## src/rtl/keypad_scan.sv

```systemverilog
// keypad_scan: scanned 4x4 matrix-keypad reader for the stopwatch front panel.
// Rotates an active-low column strobe on the 200 Hz scan clock, gathers one
// frame of active-low row samples, debounces whole-frame results and shifts
// each accepted key code into a 4-digit register that feeds the display.

module keypad_scan #(
   parameter int DEBOUNCE = 3
) (
   input  logic        clk_200Hz,
   input  logic        rst,
   input  logic        EN,
   input  logic [3:0]  kp_row,
   output logic [3:0]  kp_col,
   output logic [3:0]  key_code,
   output logic        key_valid,
   output logic        key_held,
   output logic [15:0] digits
);

   typedef enum logic [1:0] {
      S_IDLE     = 2'd0,
      S_DEBOUNCE = 2'd1,
      S_PRESSED  = 2'd2
   } state_t;

   localparam logic [3:0] DB = DEBOUNCE[3:0];

   // Scan state
   logic [3:0]  col_r;
   logic [1:0]  idx_r;
   logic [11:0] acc_r;      // row-low bits of columns 0..2, column c at [4c+3:4c]

   // Debounce / output state
   state_t      state_r;
   logic [3:0]  cand_r;
   logic [3:0]  cnt_r;
   logic [3:0]  rcnt_r;
   logic [3:0]  key_code_r;
   logic        key_valid_r;
   logic        key_held_r;
   logic [15:0] digits_r;

   // Frame decode
   logic [15:0] frame_low_s;
   logic        frame_end_s;
   logic        frame_single_s;
   logic [3:0]  frame_code_s;

   // Classify a frame: exactly one low bit gives SINGLE with code 4*r + c.
   // Bit index i of the frame vector is 4*c + r, so the code is {r, c}.
   function automatic logic [4:0] decode_frame(input logic [15:0] low);
      logic [4:0] hits;
      logic [3:0] pos;
      hits = 5'd0;
      pos  = 4'd0;
      for (int i = 0; i < 16; i++) begin
         hits = hits + {4'd0, low[i]};
         pos  = low[i] ? i[3:0] : pos;
      end
      return {(hits == 5'd1), pos[1:0], pos[3:2]};
   endfunction

   // Combine the stored samples with the live column-3 sample and classify.
   always_comb begin
      frame_low_s = {~kp_row, acc_r};
      frame_end_s = (idx_r == 2'd3);
      {frame_single_s, frame_code_s} = decode_frame(frame_low_s);
   end

   // Column strobe rotation and per-column row sampling.
   always_ff @(posedge clk_200Hz) begin
      if (rst) begin
         col_r <= 4'b1110;
         idx_r <= 2'd0;
         acc_r <= 12'd0;
      end else if (!EN) begin
         // Park on column 0 so it is strobed as soon as EN returns.
         col_r <= 4'b1110;
         idx_r <= 2'd0;
         acc_r <= 12'd0;
      end else begin
         col_r <= {col_r[2:0], col_r[3]};
         idx_r <= idx_r + 2'd1;
         case (idx_r)
            2'd0:    acc_r[3:0]  <= ~kp_row;
            2'd1:    acc_r[7:4]  <= ~kp_row;
            2'd2:    acc_r[11:8] <= ~kp_row;
            default: acc_r       <= acc_r;   // column 3 is consumed live
         endcase
      end
   end

   // Frame-level debounce FSM with accept/release actions.
   always_ff @(posedge clk_200Hz) begin
      if (rst) begin
         state_r     <= S_IDLE;
         cand_r      <= 4'd0;
         cnt_r       <= 4'd0;
         rcnt_r      <= 4'd0;
         key_code_r  <= 4'd0;
         key_valid_r <= 1'b0;
         key_held_r  <= 1'b0;
         digits_r    <= 16'd0;
      end else if (!EN) begin
         // Scanning stopped: drop any debounce in progress, keep the digits.
         state_r     <= S_IDLE;
         cand_r      <= 4'd0;
         cnt_r       <= 4'd0;
         rcnt_r      <= 4'd0;
         key_valid_r <= 1'b0;
         key_held_r  <= 1'b0;
      end else begin
         key_valid_r <= 1'b0;
         if (frame_end_s) begin
            case (state_r)
               S_IDLE: begin
                  if (frame_single_s) begin
                     if (DB == 4'd1) begin
                        key_code_r  <= frame_code_s;
                        digits_r    <= {digits_r[11:0], frame_code_s};
                        key_valid_r <= 1'b1;
                        key_held_r  <= 1'b1;
                        cand_r      <= frame_code_s;
                        cnt_r       <= 4'd0;
                        rcnt_r      <= 4'd0;
                        state_r     <= S_PRESSED;
                     end else begin
                        cand_r  <= frame_code_s;
                        cnt_r   <= 4'd1;
                        state_r <= S_DEBOUNCE;
                     end
                  end else begin
                     cnt_r <= 4'd0;
                  end
               end
               S_DEBOUNCE: begin
                  if (frame_single_s && (frame_code_s == cand_r)) begin
                     if ((cnt_r + 4'd1) == DB) begin
                        key_code_r  <= cand_r;
                        digits_r    <= {digits_r[11:0], cand_r};
                        key_valid_r <= 1'b1;
                        key_held_r  <= 1'b1;
                        cnt_r       <= 4'd0;
                        rcnt_r      <= 4'd0;
                        state_r     <= S_PRESSED;
                     end else begin
                        cnt_r <= cnt_r + 4'd1;
                     end
                  end else if (frame_single_s) begin
                     // A different single key restarts the count on it.
                     cand_r <= frame_code_s;
                     cnt_r  <= 4'd1;
                  end else begin
                     // NONE and MULTI both abandon the candidate.
                     cnt_r   <= 4'd0;
                     state_r <= S_IDLE;
                  end
               end
               S_PRESSED: begin
                  if (frame_single_s && (frame_code_s == key_code_r)) begin
                     rcnt_r <= 4'd0;
                  end else if ((rcnt_r + 4'd1) == DB) begin
                     rcnt_r     <= 4'd0;
                     key_held_r <= 1'b0;
                     state_r    <= S_IDLE;
                  end else begin
                     rcnt_r <= rcnt_r + 4'd1;
                  end
               end
               default: begin
                  state_r    <= S_IDLE;
                  cnt_r      <= 4'd0;
                  rcnt_r     <= 4'd0;
                  key_held_r <= 1'b0;
               end
            endcase
         end
      end
   end

   // While stopped, no column is strobed; otherwise show the rotating strobe.
   assign kp_col    = EN ? col_r : 4'b1111;
   assign key_code  = key_code_r;
   assign key_valid = key_valid_r;
   assign key_held  = key_held_r;
   assign digits    = digits_r;

endmodule

```

## config.mk

```make
export PLATFORM = sky130hd
export DESIGN_NAME = keypad_scan
export DESIGN_NICKNAME = d
export VERILOG_FILES = /design/src/rtl/keypad_scan.sv
export SDC_FILE = /design/constraint.sdc
export NUM_CORES = 1
export LEC_CHECK = 0
export ABC_CLOCK_PERIOD_IN_PS = 6600
export BUFFER_PORTS_ARGS = -buffer_cell sky130_fd_sc_hd__buf_2
export CAP_MARGIN = 20
export CORE_ASPECT_RATIO = 1.25
export CORE_MARGIN = 5
export CORE_UTILIZATION = 51
export DETAILED_ROUTE_END_ITERATION = 12
export MAX_ROUTING_LAYER = met4
export PLACE_DENSITY = 0.71
export SLEW_MARGIN = 20
export SYNTH_ARGS = -nofsm -noshare
export SYNTH_HDL_FRONTEND = slang
export SYNTH_SLANG_ARGS = --single-unit
```

## constraint.sdc

```tcl
create_clock -name clk_200Hz -period 6.6 [get_ports clk_200Hz]
set_input_delay 0.99 -clock clk_200Hz [delete_from_list [all_inputs] [get_ports clk_200Hz]]
set_output_delay 0.99 -clock clk_200Hz [all_outputs]
set_load 0.05 [all_outputs]
```

======== Word-level counts from Yosys, hierarchy flattened ========
Cells that the tools add are included.
storage, ports and cells
  register bits ........................... 54
  bits in latches ......................... 0
  bits in writable memories ............... 0
  memory bits (read-only) ................. 0
  memories ................................ 0
operators by class
  $add $sub $neg .......................... 18
  $mul .................................... 0
  divide/modulo/power cells ............... 0
  magnitude comparators ................... 0
  eq/ne operators ......................... 18
  shifts and indexed selects .............. 0
  muxes and demuxes ....................... 41
  bitwise gates (word level) .............. 7
  reductions and logical operators ........ 13
operators with widths
  cell                                                             number
  4-bit two-way mux                                                17
  5-bit by 1-bit adder with 5-bit output                           11
  4-bit one-hot mux with 3 select lines                            2
  2-bit two-way mux                                                8
  3-bit two-way mux                                                4
  2-bit != test, second input constant                             6
  6-bit AND reduction                                              2
  4-bit by 1-bit adder with 4-bit output, second input constant    2
  4-bit by 2-bit == test with 1-bit output, second input constant  2
  4-bit == test                                                    2
  4-bit one-hot mux with 2 select lines                            1
  1-bit two-way mux                                                7
  2-bit == test, second input constant                             3
  3-bit != test, second input constant                             2
  1-bit inverter                                                   6
  2-bit one-hot mux with 3 select lines                            1
  4-bit by 1-bit adder with 5-bit output                           1
  5-bit by 1-bit == test with 1-bit output, second input constant  1
  5-bit AND reduction                                              1
  5-bit OR reduction                                               1
  3-bit by 1-bit adder with 4-bit output                           1
  2-bit by 1-bit == test with 1-bit output, second input constant  2
  2-bit zero test                                                  2
  4-bit inverter                                                   1
  other kinds (10)                                                 11

======== Depth between registers and ports, before layout ========
  depth after elaboration ................. 19
  depth in mapped cells ................... 18
  mapped depth without buffers ............ 17

======== Worst setup path before layout ========
Ideal clock, no wire load.
  path type ............................... input -> register
  start point ............................. input kp_row[1]
  end point ............................... register key_code_r[0] (netlist: key_code[0])
  setup time .............................. 0.128 ns
  data arrival time ....................... 5.466 ns
  path slack .............................. 1.007 ns
  stages on the path ...................... 16
  cell sequence ........................... fa_1 > inv_1 > fa_1 > fa_1 > inv_1 > fa_1 > inv_1 > ha_1 > fa_1 > or4b_1 > nor3_2 > nand4_1 > nor4_4 > buf_6 > mux2i_1 > nor2_1
on the way
  longest elaborated chain between the ends .. 7
  elaborated cells on any way between the ends .. 11
  classes of those cells .................. add/sub (3); eq/ne (2); mux (3); bitwise (1); reduce/logical (2)
RTL lines
  item                                                                                      RTL line  RTL
  start: declaration                                                                        12        input logic [3:0] kp_row,
  4-bit inverter *                                                                          65        frame_low_s = {~kp_row, acc_r};
  5-bit by 1-bit adder with 5-bit output or 4-bit two-way mux (tied branches) (3 in a row)  57, 58
  5-bit by 1-bit == test with 1-bit output or 4-bit == test (tied branches)                 60, 137
  1-bit logical AND *                                                                       137       if (frame_single_s && (frame_code_s == cand_r)) begin
  5-bit AND reduction (no line) *                                                           --
  end signal: assignment                                                                    119       key_code_r <= frame_code_s;
  end signal: assignment                                                                    139       key_code_r <= cand_r;
  end: declaration                                                                          38        logic [3:0] key_code_r;
Every way passes the cells marked *; elsewhere a longest branch is shown, timed or not.
A chain may end at the register's enable or synchronous reset.

======== Worst setup path after layout ========
  start point ............................. input kp_row[1]
  end point ............................... register digits_r[10] (netlist: digits[10])
on the way
  longest elaborated chain between the ends .. 7
  elaborated cells on any way between the ends .. 11
  classes of those cells .................. add/sub (3); eq/ne (2); mux (3); bitwise (1); reduce/logical (2)
RTL lines
  item                                                                                      RTL line  RTL
  4-bit inverter *                                                                          65
  5-bit by 1-bit adder with 5-bit output or 4-bit two-way mux (tied branches) (3 in a row)  57, 58
  5-bit by 1-bit == test with 1-bit output or 4-bit == test (tied branches)                 60, 137
  1-bit logical AND *                                                                       137
  5-bit AND reduction (no line) *                                                           --
  end signal: assignment                                                                    120       digits_r <= {digits_r[11:0], frame_code_s};
  end signal: assignment                                                                    140       digits_r <= {digits_r[11:0], cand_r};
  end: declaration                                                                          41        logic [15:0] digits_r;
Marked as above.

==> results by group <==
Outcome
  • Status: completed

Logic synthesis
  • Share of the synthesized area in the top cell type: 33.8%
  • Post-synthesis area per instance: 8.73 µm²
  • Synth area leader: dfxtp_1
  • Async SR Flop Fraction: 0%
  • Post-synth net total: 369
  • Cells after synthesis: 339
  • Post-synth EDFFs: 0
  • Syn. warnings: 0
  • Sequential share of the synthesized area: 33.8%
  • Synthesized area: 2960 µm²
  • #FFs+latches synth: 50
  • Unique cell type count in the Yosys netlist: 59
  • Leading post-synthesis cells by cell area: dfxtp_1, fa_1, ha_1
  • Top_reg_cell synth: dfxtp_1

Routing
  • Final WL: 6190 µm
  • Vias/cell: 5.80
  • DRT Pass-1 Iters: 4
  • Antenna Violating Nets Remaining: 0
  • Initial DRC count: 102
  • Wire per inst: 14.5 µm
  • DRC viols: 0
  • DR vias: 2,482

Final layout
  • Fin nets: 391
  • Most frequent cells in the layout: dfxtp_1, nor2_1, buf_2, inv_1
  • Area grow syn2layout: 9.13%
  • Most common cell after layout, fill and taps aside: dfxtp_1
  • Final Non-Filler Cells: 428
  • Layout cells sized above 1: 15.7%
  • Cell area after layout: 3230 µm²
  • Number of diodes: 0

Timing
  • RSZ-0062 raised after global routing: false
  • Tmin final: 5.52 ns
  • Period utilization: 83.6%
  • Worst slew margin: 37.8%
  • Final Slew Violations: 0
  • Least-Margin Pin Slew: 0.932 ns
  • Skew final: 0.00669 ns
  • Endpoints failing setup: 0
  • Total Neg Setup Slack: 0 ns
  • Fmax: 181 MHz
  • Hold slack: 0.461 ns
  • Final hold vios: 0

Setup path
  • CP arrival: 5.72 ns
  • Slowest stage delay, CP: 0.60 ns
  • CP Max Fanout: 16
  • Crit-path leading delay family: adder cells
  • Crit Path Category: primary input to register
  • Worst path cell trace: buf_2, fa_1, inv_1, fa_1, fa_1, inv_1, fa_1, inv_1, ha_1, fa_1, or4b_1, nor3_2, nand4_1, nor4_4, buf_4, mux2i_1, nor2_1
  • Data required, critical path: 6.80 ns
  • Critical path buffer and inverter count: 5
  • Crit end category: register
  • Critical Path Source Type: primary input
  • Critical path's slowest cell: or4b_1
  • Worst R2R Setup Slack: 1.38 ns
  • CP dominant cell by count: fa_1

GRT
  • First-pass GRT wire length: 11,200 µm
  • Initial antenna violation count: 0
  • Most used routing layer: met2
  • GR Util met1: 22.9%
  • GR Overflow Total: 0
  • Met2 GRT Util: 31.9%
  • Number of global-route vias before repair: 2,452
  • Met3 Use GR: 3.21%
  • Pin count of the biggest net entering global routing: 23
  • Gr usage total: 18.9%

Floorplanning
  • I/O pin total: 33
  • Die height: 95.2 µm
  • Die footprint: 7440 µm²
  • Starting Density: 51.6%
  • Row Count: 31
  • Chip Width: 78.1 µm
  • Core area: 5740 µm²

Clocking
  • # clock sinks: 50
  • Reg clk slew, reported paths: 0.09 ns
  • Max Buffers Root-to-Sink: 2
  • CTS tree: built
  • Clk Latency, worst-skew pair: 0.31 ns
  • Root buffer cell: clkbuf_8
  • CTS H-tree depth: 2
  • Hold buffer count at CTS: 0
  • Postcts setup bufs: 0
  • Post_cts resized: 0
  • Number of buffers created by CTS: 5

Place
  • Gp weighted congestion: 0.845
  • Inst Count DP: 420
  • DP Area: 3120 µm²
  • DP HPWL: 4590 µm
  • Count of buffers from port buffering: 32

Power and ir drop
  • Pwr Density: 199 nW/µm²
  • Peak VDD IR: 0.000126 V
  • Static leakage: 1.29 nW
  • Sw Share: 28.9%
  • Sequential power share: 48.1%
  • Power share of the clock group: 34.3%
  • Internal power: 0.458 mW
  • Combinational share of power: 17.6%
  • Total power: 0.644 mW
  • P_sw: 0.186 mW

Run
  • Maxcap violations: 0

Min path
  • Hold Crit Class: register to register
power by group through the flow:
stage	sequential [mW]	combinational [mW]	clock [mW]
3_5_place_dp	0.317	0.113	0
6_report	0.310	0.113	0.221
5_1_grt	0.311	0.133	0.239
3_3_place_gp	0.317	0.111	0
2_1_floorplan	0.316	0.0897	0
4_1_cts	0.310	0.114	0.227
area by class of cell:
| class | count | area, µm² |
|---|---|---|
| Inverter | 32 | 120 |
| Tap cell | 66 | 82.6 |
| Sequential cell | 50 | 1000 |
| Clock inverter | 3 | 43.8 |
| Timing Repair Buffer | 34 | 175 |
| Multi-Input combinational cell | 238 | 1740 |
| Clock buffer | 5 | 68.8 |
| Fill cell | 550 | 2510 |
cells in the mapped netlist (all sizes together) (3+ instances only):
cell     count
and2         5
fa          10
nand2       16
buf         13
clkbuf       6
nor4         7
a21oi       11
nor3b        5
o2111ai      3
inv         32
a211oi      15
nor2        43
nand3       10
nor4b        3
ha          13
xnor2        3
or3          3
nand4       10
and3         3
a31oi        3
nand2b       8
nand3b       3
nor3         7
o21ai        8
mux2i       16
dfxtp       50
or2          5
registers in the layout, indices dropped and copies added (netlist names):
signal	count
acc_r	12
state_r	2
idx_r	2
col_r	4
rcnt_r	4
digits	13
cnt_r	4
cand_r	4
key_code	3
key_valid	1
key_held	1
layer usage:
metal	vias to the layer above	routed length, µm
met4	0	144
met5	-	0
met1	1162	2790
met3	15	318
li1	1236	-
met2	69	2950
logic make-up after synthesis:
kind of cell    after synthesis  synth area share (%)
compound gates               62                  15.2
xor+xnor                      4                  1.18
fa+ha+maj                    23                  12.3
buf+inv                      51                  7.44
flops                        50                  33.8
mux                          16                  5.41
simple gates                133                  24.7
metrics by stage:
stage          utilization, %  setup WS [ns]
2_1_floorplan               -           1.01
3_3_place_gp             54.3          0.807
3_5_place_dp             54.3          0.743
4_1_cts                  56.3           1.07
5_1_grt                  56.3          0.853
6_report                 56.3           1.08
path summary, 6_finish.rpt:
kind | start | to | cells past startpoint
hold / removal | key_held | key_held | 2
hold reg to reg | key_held | key_held | 2
setup reg to reg | acc_r[5] | digits[10] | 17
setup / recovery | kp_row[1] | digits[10] | 17
worst min-delay path, delay by kind of cell, from the launching register on:
family,cells,cell delay [ns]
flip-flops,1,0.32
AND/OR/NAND/NOR,1,0.05
AO/OA/AOI/OAI,1,0.06
Power figures use the tool's default switching activity.
